$ cat src/rtl/lsu_pkg.sv
// Shared funct3 codes, FSM encoding and request legality
// for the data-memory load/store unit.
package lsu_pkg;

  localparam logic [2:0] F3_LB  = 3'd0;
  localparam logic [2:0] F3_LH  = 3'd1;
  localparam logic [2:0] F3_LW  = 3'd2;
  localparam logic [2:0] F3_LBU = 3'd4;
  localparam logic [2:0] F3_LHU = 3'd5;
  localparam logic [2:0] F3_SB  = 3'd0;
  localparam logic [2:0] F3_SH  = 3'd1;
  localparam logic [2:0] F3_SW  = 3'd2;

  typedef enum logic [1:0] {
    IDLE,
    ACCESS,
    MERGE_WR,
    RESP
  } lsu_state_t;

  function automatic logic req_legal(
    input logic       we,
    input logic [2:0] f3,
    input logic [1:0] a
  );
    logic ok_f3;
    logic ok_al;
    if (we)
      ok_f3 = (f3 == F3_SB) || (f3 == F3_SH) || (f3 == F3_SW);
    else
      ok_f3 = (f3 == F3_LB) || (f3 == F3_LH) || (f3 == F3_LW)
           || (f3 == F3_LBU) || (f3 == F3_LHU);
    if (f3[1:0] == 2'd1)
      ok_al = !a[0];
    else if (f3[1:0] == 2'd2)
      ok_al = (a == 2'b00);
    else
      ok_al = 1'b1;
    return ok_f3 && ok_al;
  endfunction

endpackage

$ cat src/rtl/lsu_align.sv
// Lane extract/extend for loads and lane merge for
// sub-word stores, both on a single 32-bit memory word.
module lsu_align
  import lsu_pkg::*;
(
  input  logic [2:0]  funct3,
  input  logic [1:0]  lane,
  input  logic [31:0] word,
  input  logic [31:0] wdata,
  output logic [31:0] load_data,
  output logic [31:0] merge_data
);

  logic [7:0]  b;
  logic [15:0] h;

  always_comb begin
    b = 8'(word >> {lane, 3'b000});
    h = 16'(word >> {lane[1], 4'b0000});
    case (funct3)
      F3_LB:   load_data = {{24{b[7]}}, b};
      F3_LH:   load_data = {{16{h[15]}}, h};
      F3_LBU:  load_data = {24'd0, b};
      F3_LHU:  load_data = {16'd0, h};
      default: load_data = word;
    endcase
  end

  always_comb begin
    merge_data = word;
    case (funct3[1:0])
      2'd0:    merge_data[{lane, 3'b000} +: 8] = wdata[7:0];
      2'd1:    merge_data[{lane[1], 4'b0000} +: 16] = wdata[15:0];
      default: merge_data = wdata;
    endcase
  end

endmodule

$ cat src/rtl/load_store_unit.sv
// Data-memory initiator: one request at a time, RMW for
// sub-word stores, extended loads, error on illegal requests.
module load_store_unit
  import lsu_pkg::*;
#(
  parameter int MEM_AW = 10,
  parameter int XLEN   = 32
) (
  input  logic              clk,
  input  logic              rst,
  input  logic              req_valid,
  output logic              req_ready,
  input  logic              req_we,
  input  logic [2:0]        req_funct3,
  input  logic [XLEN-1:0]   req_addr,
  input  logic [XLEN-1:0]   req_wdata,
  output logic              rsp_valid,
  output logic [XLEN-1:0]   rsp_rdata,
  output logic              rsp_err,
  output logic              mem_we,
  output logic [MEM_AW-1:0] mem_addr,
  output logic [XLEN-1:0]   mem_wdata,
  input  logic [XLEN-1:0]   mem_rdata
);

  lsu_state_t      state;
  logic            we_q;
  logic [2:0]      f3_q;
  logic [1:0]      lane_q;
  logic [XLEN-1:0] wdata_q;
  logic [XLEN-1:0] word_q;
  logic [XLEN-1:0] load_data;
  logic [XLEN-1:0] merge_data;
  logic [XLEN-1:0] align_word;
  logic            sw_access;

  // ACCESS sees the live memory word, MERGE_WR the captured one
  assign align_word = (state == ACCESS) ? mem_rdata : word_q;

  lsu_align u_align (
    .funct3     (f3_q),
    .lane       (lane_q),
    .word       (align_word),
    .wdata      (wdata_q),
    .load_data  (load_data),
    .merge_data (merge_data)
  );

  assign req_ready = (state == IDLE);
  assign sw_access = (state == ACCESS) && we_q && (f3_q == F3_SW);
  assign mem_we    = !rst && (sw_access || state == MERGE_WR);

  always_comb begin
    mem_wdata = '0;
    if (sw_access)
      mem_wdata = wdata_q;
    else if (state == MERGE_WR)
      mem_wdata = merge_data;
  end

  always_ff @(posedge clk) begin
    if (rst) begin
      state     <= IDLE;
      we_q      <= 1'b0;
      f3_q      <= '0;
      lane_q    <= '0;
      wdata_q   <= '0;
      word_q    <= '0;
      mem_addr  <= '0;
      rsp_valid <= 1'b0;
      rsp_rdata <= '0;
      rsp_err   <= 1'b0;
    end else begin
      unique case (state)
        IDLE: begin
          if (req_valid) begin
            we_q    <= req_we;
            f3_q    <= req_funct3;
            lane_q  <= req_addr[1:0];
            wdata_q <= req_wdata;
            if (req_legal(req_we, req_funct3, req_addr[1:0])) begin
              mem_addr <= req_addr[MEM_AW+1:2];
              state    <= ACCESS;
            end else begin
              rsp_err   <= 1'b1;
              rsp_valid <= 1'b1;
              state     <= RESP;
            end
          end
        end
        ACCESS: begin
          if (!we_q) begin
            rsp_rdata <= load_data;
            rsp_valid <= 1'b1;
            state     <= RESP;
          end else if (f3_q == F3_SW) begin
            rsp_valid <= 1'b1;
            state     <= RESP;
          end else begin
            word_q <= mem_rdata;
            state  <= MERGE_WR;
          end
        end
        MERGE_WR: begin
          rsp_valid <= 1'b1;
          state     <= RESP;
        end
        RESP: begin
          rsp_valid <= 1'b0;
          rsp_rdata <= '0;
          rsp_err   <= 1'b0;
          state     <= IDLE;
        end
        default: state <= IDLE;
      endcase
    end
  end

endmodule

$ cat config.mk
export PLATFORM = sky130hd
export DESIGN_NAME = load_store_unit
export DESIGN_NICKNAME = d
export VERILOG_FILES = /design/src/rtl/lsu_pkg.sv /design/src/rtl/lsu_align.sv /design/src/rtl/load_store_unit.sv
export SDC_FILE = /design/constraint.sdc
export NUM_CORES = 1
export LEC_CHECK = 0
export ABC_AREA = 1
export ABC_CLOCK_PERIOD_IN_PS = 3200
export CORE_MARGIN = 2
export CORE_UTILIZATION = 25
export CTS_BUF_LIST = sky130_fd_sc_hd__clkbuf_8
export DETAILED_ROUTE_END_ITERATION = 8
export PLACE_DENSITY = 0.53
export SLEW_MARGIN = 40
export SYNTH_ARGS = -nofsm -noshare
export SYNTH_HDL_FRONTEND = slang
export SYNTH_SLANG_ARGS = --single-unit
$ cat constraint.sdc
create_clock -name clk -period 3.2 [get_ports clk]
set_clock_uncertainty 0.15 [all_clocks]
set_input_delay 0.8 -clock clk [delete_from_list [all_inputs] [get_ports clk]]
set_output_delay 0.8 -clock clk [all_outputs]
set_load 0.02 [all_outputs]
**After elaboration in Yosys (flattened, before gate mapping)**

Index checks and enable logic that the tools add are counted.

- Register bits: 116
- Output and inout port bits: 78
- Word-level logic and storage cells: 90

- Add/subtract/negate cells: 2
- Eq/ne operators: 18
- Shift operators: 6
- Multiplexer cells: 29
- Bitwise operators: 1
- Reduce and logical (&&, ||, !) cells: 24

Operator list:

| cell | count |
|---|---|
| $mux 32 | 4 |
| $pmux 32 s2 | 2 |
| $pmux 32 s4 | 1 |
| $bwmux 32 | 2 |
| $shift 16x7->32 const A | 1 |
| $shift 8x7->32 const A | 1 |
| $shiftx 16x7->32 | 1 |
| $shiftx 8x7->32 | 1 |
| $shr 32x5->16 | 1 |
| $shr 32x5->8 | 1 |
| $mux 1 | 15 |
| $neg 5->7 | 2 |
| $eq 3x3->1 const B | 4 |
| $reduce_and 3->1 | 4 |
| $pmux 2 s4 | 1 |
| $eq 2x1->1 const B | 3 |
| $eq 2x2->1 const B | 3 |
| $eq 3x1->1 const B | 2 |
| $eq 3x2->1 const B | 2 |
| $logic_not 2->1 | 3 |
| $logic_not 3->1 | 2 |
| $ne 2x2->1 const B | 3 |
| $logic_or 1x1->1 | 5 |
| $logic_and 1x1->1 | 4 |
| other kinds (8) | 12 |

**Logic depth before layout (Yosys ltp)**

- Depth after elaboration: 13
- Depth in mapped cells: 14
- Depth with buffers taken out: 12

**Modules after synthesis**

Synthesis repeated with hierarchy kept, for this count alone.

- Cell total of the unflattened synthesis: 1184
- Area total of the unflattened synthesis: 7234.4 sq um

By module, submodules not included:

| module | instances | cells an instance | area an instance (sq um) |
|---|---|---|---|
| load_store_unit | 1 | 724 | 5076.1 |
| lsu_align | 1 | 460 | 2158.3 |

**Least setup slack after synthesis**

OpenSTA, ideal clock, no wires.

- Path kind: flip-flop to output port
- Start: reg lane_q[1]
- End: out mem_wdata[6]
- Data arrival time: 2230 ps
- Setup slack: 20 ps
- Stages on the path, launching flop included: 11
- Path through: dfxtp_1 inv_2 buf_4 buf_2 ha_1 clkbuf_1 nor2_1 a31oi_1 o21ai_0 o21ai_0 o22ai_1

- Longest elaborated chain between the ends: 6
- Elaborated cells on any way between the ends: 11
- Those cells by class: 2 x add/sub; 4 x shift; 5 x mux

Ends and longest elaborated chain:

| item | RTL line | source |
|---|---|---|
| start, declared | load_store_unit.sv:29 | `logic [1:0] lane_q;` |
| start signal, assigned | load_store_unit.sv:79 | `lane_q <= req_addr[1:0];` |
| $neg 5->7, on equally long branches | lsu_align.sv:33, lsu_align.sv:32 |  |
| $shiftx 16x7->32, or another cell as far along | lsu_align.sv:33 | `2'd1: merge_data[{lane[1], 4'b0000} +: 16] = wdata[15:0];` |
| $bwmux 32, on equally long branches | lsu_align.sv:33, lsu_align.sv:32 |  |
| $pmux 32 s2 (*) | lsu_align.sv:31 | `case (funct3[1:0])` |
| $mux 32 (*) | load_store_unit.sv:57 | `else if (state == MERGE_WR)` |
| $mux 32 (*) | load_store_unit.sv:55 | `if (sw_access)` |
| end, declared | load_store_unit.sv:22 | `output logic [XLEN-1:0] mem_wdata,` |

Mark *: on every way between the ends. The rest lies on a longest branch, timed or not.

**Worst setup path in the final report**

- Start: reg state[1]
- End: out mem_wdata[7]

- Longest elaborated chain between the ends: 6
- Elaborated cells on any way between the ends: 10
- Those cells by class: 2 x eq/ne; 6 x mux; 2 x reduce/logical

Ends and longest elaborated chain:

| item | RTL line | source |
|---|---|---|
| start, declared | load_store_unit.sv:26 | `lsu_state_t state;` |
| start signal, assigned | load_store_unit.sv:63 | `state <= IDLE;` |
| start signal, assigned | load_store_unit.sv:83 | `state <= ACCESS;` |
| start signal, assigned | load_store_unit.sv:87 | `state <= RESP;` |
| $eq 2x1->1 | load_store_unit.sv:38, load_store_unit.sv:50 |  |
| $mux 32 | load_store_unit.sv:38 | `assign align_word = (state == ACCESS) ? mem_rdata : word_q;` |
| $bwmux 32, on equally long branches | lsu_align.sv:33, lsu_align.sv:32 |  |
| $pmux 32 s2 | lsu_align.sv:31 |  |
| $mux 32 | load_store_unit.sv:57 |  |
| $mux 32 (*) | load_store_unit.sv:55 |  |

Marked as above.

==> qor.txt <==
====================================================================================
Outcome                                                                 finished, final reports clean
Placed Instances                                                                1572
Max-cap violations                                                                 0
Startpoint type of the worst setup path                                         flop
Overall global routing resource usage                                         18.55%
Count of cells along the worst register-to-register path                          12
Layout cells sized above 1                                                    22.47%
DIE AREA                                                                0.02862 mm^2
CP Class                                                                flop to output pin
Clock insertion delay at the later pin of the skew report                    0.45 ns
Commonest register cell after synthesis                                      dfxtp_1
Switching power share of the total                                            45.04%
Filler Cell Count                                                               2920
Leakage power of the design                                                 4.065 nW
Worst hold-check slack                                                     0.3067 ns
Number of input and output port buffers inserted                                 160
Global-route wire length before repair                                      40830 um
Fmax                                                                      0.3125 GHz
Initial standard-cell utilization of the core                                 25.38%
Net switching component of the power                                        4.090 mW
CP Capture Type                                                           output pin
Crit Reg-Reg Startpoint                                                 state[1]$_SDFFE_PP0P_
Synth top area share                                                          34.05%
Diode insertion count for antenna repair                                           0
Sum of routed wire length over all layers                                   26810 um
Share of power burned in the clock network                                     18.7%
Vias in the first global route                                                  7098
Arr. time, crit path                                                         2.25 ns
Cell types occupying the most area after synthesis                      dfxtp_1, nand2_1, o21ai_0
Share of flip-flops with an asynchronous set or reset after synthesis             0%
Height of the die                                                           169.2 um
Total Negative Setup Slacks                                                     0 ns
CP startpoint                                                           state[1]$_SDFFE_PP0P_
Slew at the pin with the worst max-slew slack                              0.7925 ns
IR drop worst, VDD                                                          334.4 uV
Most common library cell in the layout ignoring fill and taps                nand2_1
Vias                                                                            7732
Logic gate share of total power                                                58.9%
Headroom to the max-slew limit                                                47.11%
Final weighted congestion in routability-driven placement                     0.9145
DRC violations left                                                                0
Pin count of the biggest net entering global routing                              61
FF-to-FF setup slack                                                         0.76 ns
Final net count                                                                 1376
DR vias/cell                                                                   4.779
Drt wl/cell                                                                 16.57 um
Fin crit share                                                                100.0%
Syn. warnings                                                                      0
Internal power contribution                                                 4.990 mW
GRT overflow                                                                       0
HPWL Detailed                                                               19790 um
Antenna violations before repair                                                   0
Io pins                                                                          181
Total power density per cell area                                       889.0 mW/mm^2
Required time of the worst setup path                                        2.25 ns
Max Slew Vio Count                                                                 0
Number of cells in the finished layout apart from fillers                       1618
CTS hold repair buffers                                                            0
Placeable core region                                                   0.02688 mm^2
Relative contribution of sequential cells to total power                       22.4%
Cell taking the most area after synthesis                                    dfxtp_1
First-iteration detailed-routing DRC count                                       452
RR Endpoint                                                             rsp_rdata[4]$_SDFFE_PP0P_
Mapped Avg Cell Area                                                      6.508 um^2
Growth of design area from synthesis to finish                                49.75%
# clock sinks                                                                    116
Crit Path Max Fanout                                                               7
Sequential fraction of the synthesis area                                     34.05%
Post-synth net total                                                            1160
Hold Violations, Final                                                             0
Min-Delay Path Class                                                    flop to flop
CTS tree                                                                         yes
Post-layout minimum cycle time                                              3.200 ns
Pre-Repair DR Iteration Count                                                      6
Netlist Area Pre-Place                                                  0.006820 mm^2
Library cell used as clock root buffer                                      clkbuf_8
Total setup violations reported at the end of the flow                             0
Number of nets with antenna violations after routing                               0
Number of buffers created by CTS                                                  17
Flops & latches, synth                                                           116
Post-Route Utilization                                                        38.00%
Horiz. Die Dim                                                              169.2 um
Number of enable flip-flop cells after synthesis                                   0
Number of distinct library cells after synthesis                                  38
Unrepaired setup endpoints after global routing                                  yes
Synth Instances                                                                 1048
Critical path capture point                                             mem_wdata[7]
Total design power                                                          9.080 mW
CTS Buffer Depth                                                                   2
Top library cells by usage in the layout, fill and taps aside           nand2_1, clkdlybuf4s50_1, dfxtp_1
Site Rows                                                                         60
Clock slew seen by the registers of the worst setup and hold paths           0.08 ns
H-tree depth reported by CTS                                                       4
====================================================================================
[worst max-delay path: stages, from the launching register on]
cell and delay (ns):
dfxtp_2 0.34, inv_2 0.05, ha_4 0.20, buf_6 0.14
nand2_4 0.07, nor2_4 0.05, buf_6 0.12, nor2_4 0.18
buf_12 0.17, o211ai_1 0.10, o22ai_1 0.13, buf_4 0.15
buf_6 0.11
[area by class of cell]
class                      count  area (um^2)  area share, %
tap                          341        426.7          4.177
clock buffer                  18        247.7          2.426
inverter                      94        364.1          3.565
multi-input combinational    766         4104          40.18
timing repair buffer         269         2512          24.60
clock inverter                14        235.2          2.303
sequential                   116         2323          22.75
[repair_timing]
| action | in CTS | in global routing |
|---|---|---|
| pin swaps | 10 | 12 |
| setup buffers | 11 | 2 |
| resized for setup | 239 | 56 |
| endpoints found under the setup margin | 33 | 33 |
| gates cloned | 2 | 0 |
[worst min-delay path by stage]
| stage | start | to | cells past startpoint |
|---|---|---|---|
| global route | word_q[14]$_SDFFE_PP0P_ | word_q[14]$_SDFFE_PP0P_ | 2 |
| CTS | word_q[10]$_SDFFE_PP0P_ | word_q[10]$_SDFFE_PP0P_ | 2 |
| global placement | word_q[24]$_SDFFE_PP0P_ | word_q[24]$_SDFFE_PP0P_ | 2 |
| finish | word_q[14]$_SDFFE_PP0P_ | word_q[14]$_SDFFE_PP0P_ | 2 |
| detailed placement | word_q[10]$_SDFFE_PP0P_ | word_q[10]$_SDFFE_PP0P_ | 2 |
| floorplan | word_q[10]$_SDFFE_PP0P_ | word_q[10]$_SDFFE_PP0P_ | 2 |
[layer usage]
metal | GRT usage [%] | routed length [um] | part of all wire, % | vias to the layer above
li1 | - | - | - | 3942
met1 | 25.65 | 12620 | 47 | 3516
met2 | 28.54 | 11820 | 44 | 243
met3 | 4.408 | 1680 | 6.3 | 31
met4 | 5.760 | 682 | 2.5 | 0
met5 | 0 | 0 | 0 | -
[through the flow]
stage / area (um^2) / worst slack [ns]
2_1_floorplan: 6820 / 0.01998
3_3_place_gp: 9293 / -0.5614
3_5_place_dp: 9293 / -0.5914
4_1_cts: 10080 / -0.05982
5_1_grt: 10210 / -0.1222
6_report: 10210 / 0.0001039
[sequential cells by signal, indices dropped and copies added (netlist names), 2 cells and up]
register,cells
f3_q,3
lane_q,2
mem_addr,10
rsp_rdata,32
state,2
wdata_q,32
word_q,32
[power groups by stage]
stage	Clock, mW	Sequential [mW]	Combinational (mW)
after floorplan	0	2.17	2.66
after global placement	0	2.05	4.80
after detailed placement	0	2.06	4.82
after CTS	1.73	2.03	5.22
after global routing	1.80	2.08	5.80
final	1.70	2.04	5.34
[logic make-up after synthesis]
family                     count (synthesis)  share of synthesized area [%]
muxes                                      2                         0.2935
and+or+nand+nor                          432                          26.93
AOI/OAI and AO/OA                        323                          26.78
DFF                                      116                          34.05
buffers and inverters                    166                          10.29
adders and majority gates                  9                          1.651
[cell usage after synthesis, types with 2 or more instances]
cell type	number
nand3_1	58
buf_6	3
buf_4	6
nor2_2	6
inv_2	2
mux2i_1	2
clkinv_1	2
o211ai_1	11
nand2_2	5
nand4_1	3
nor2_1	83
a21oi_1	97
a211oi_1	2
o221ai_1	5
ha_1	9
dfxtp_1	116
nand2_1	258
a22oi_1	7
o21ai_2	7
a31oi_1	2
o22ai_1	8
o2111ai_1	15
o21ai_0	131
buf_2	16
inv_1	89
o21ai_1	25
nand3_2	12
clkbuf_1	46
a21oi_2	11
and2_1	3
No activity file was read; power rests on OpenSTA's default activity.
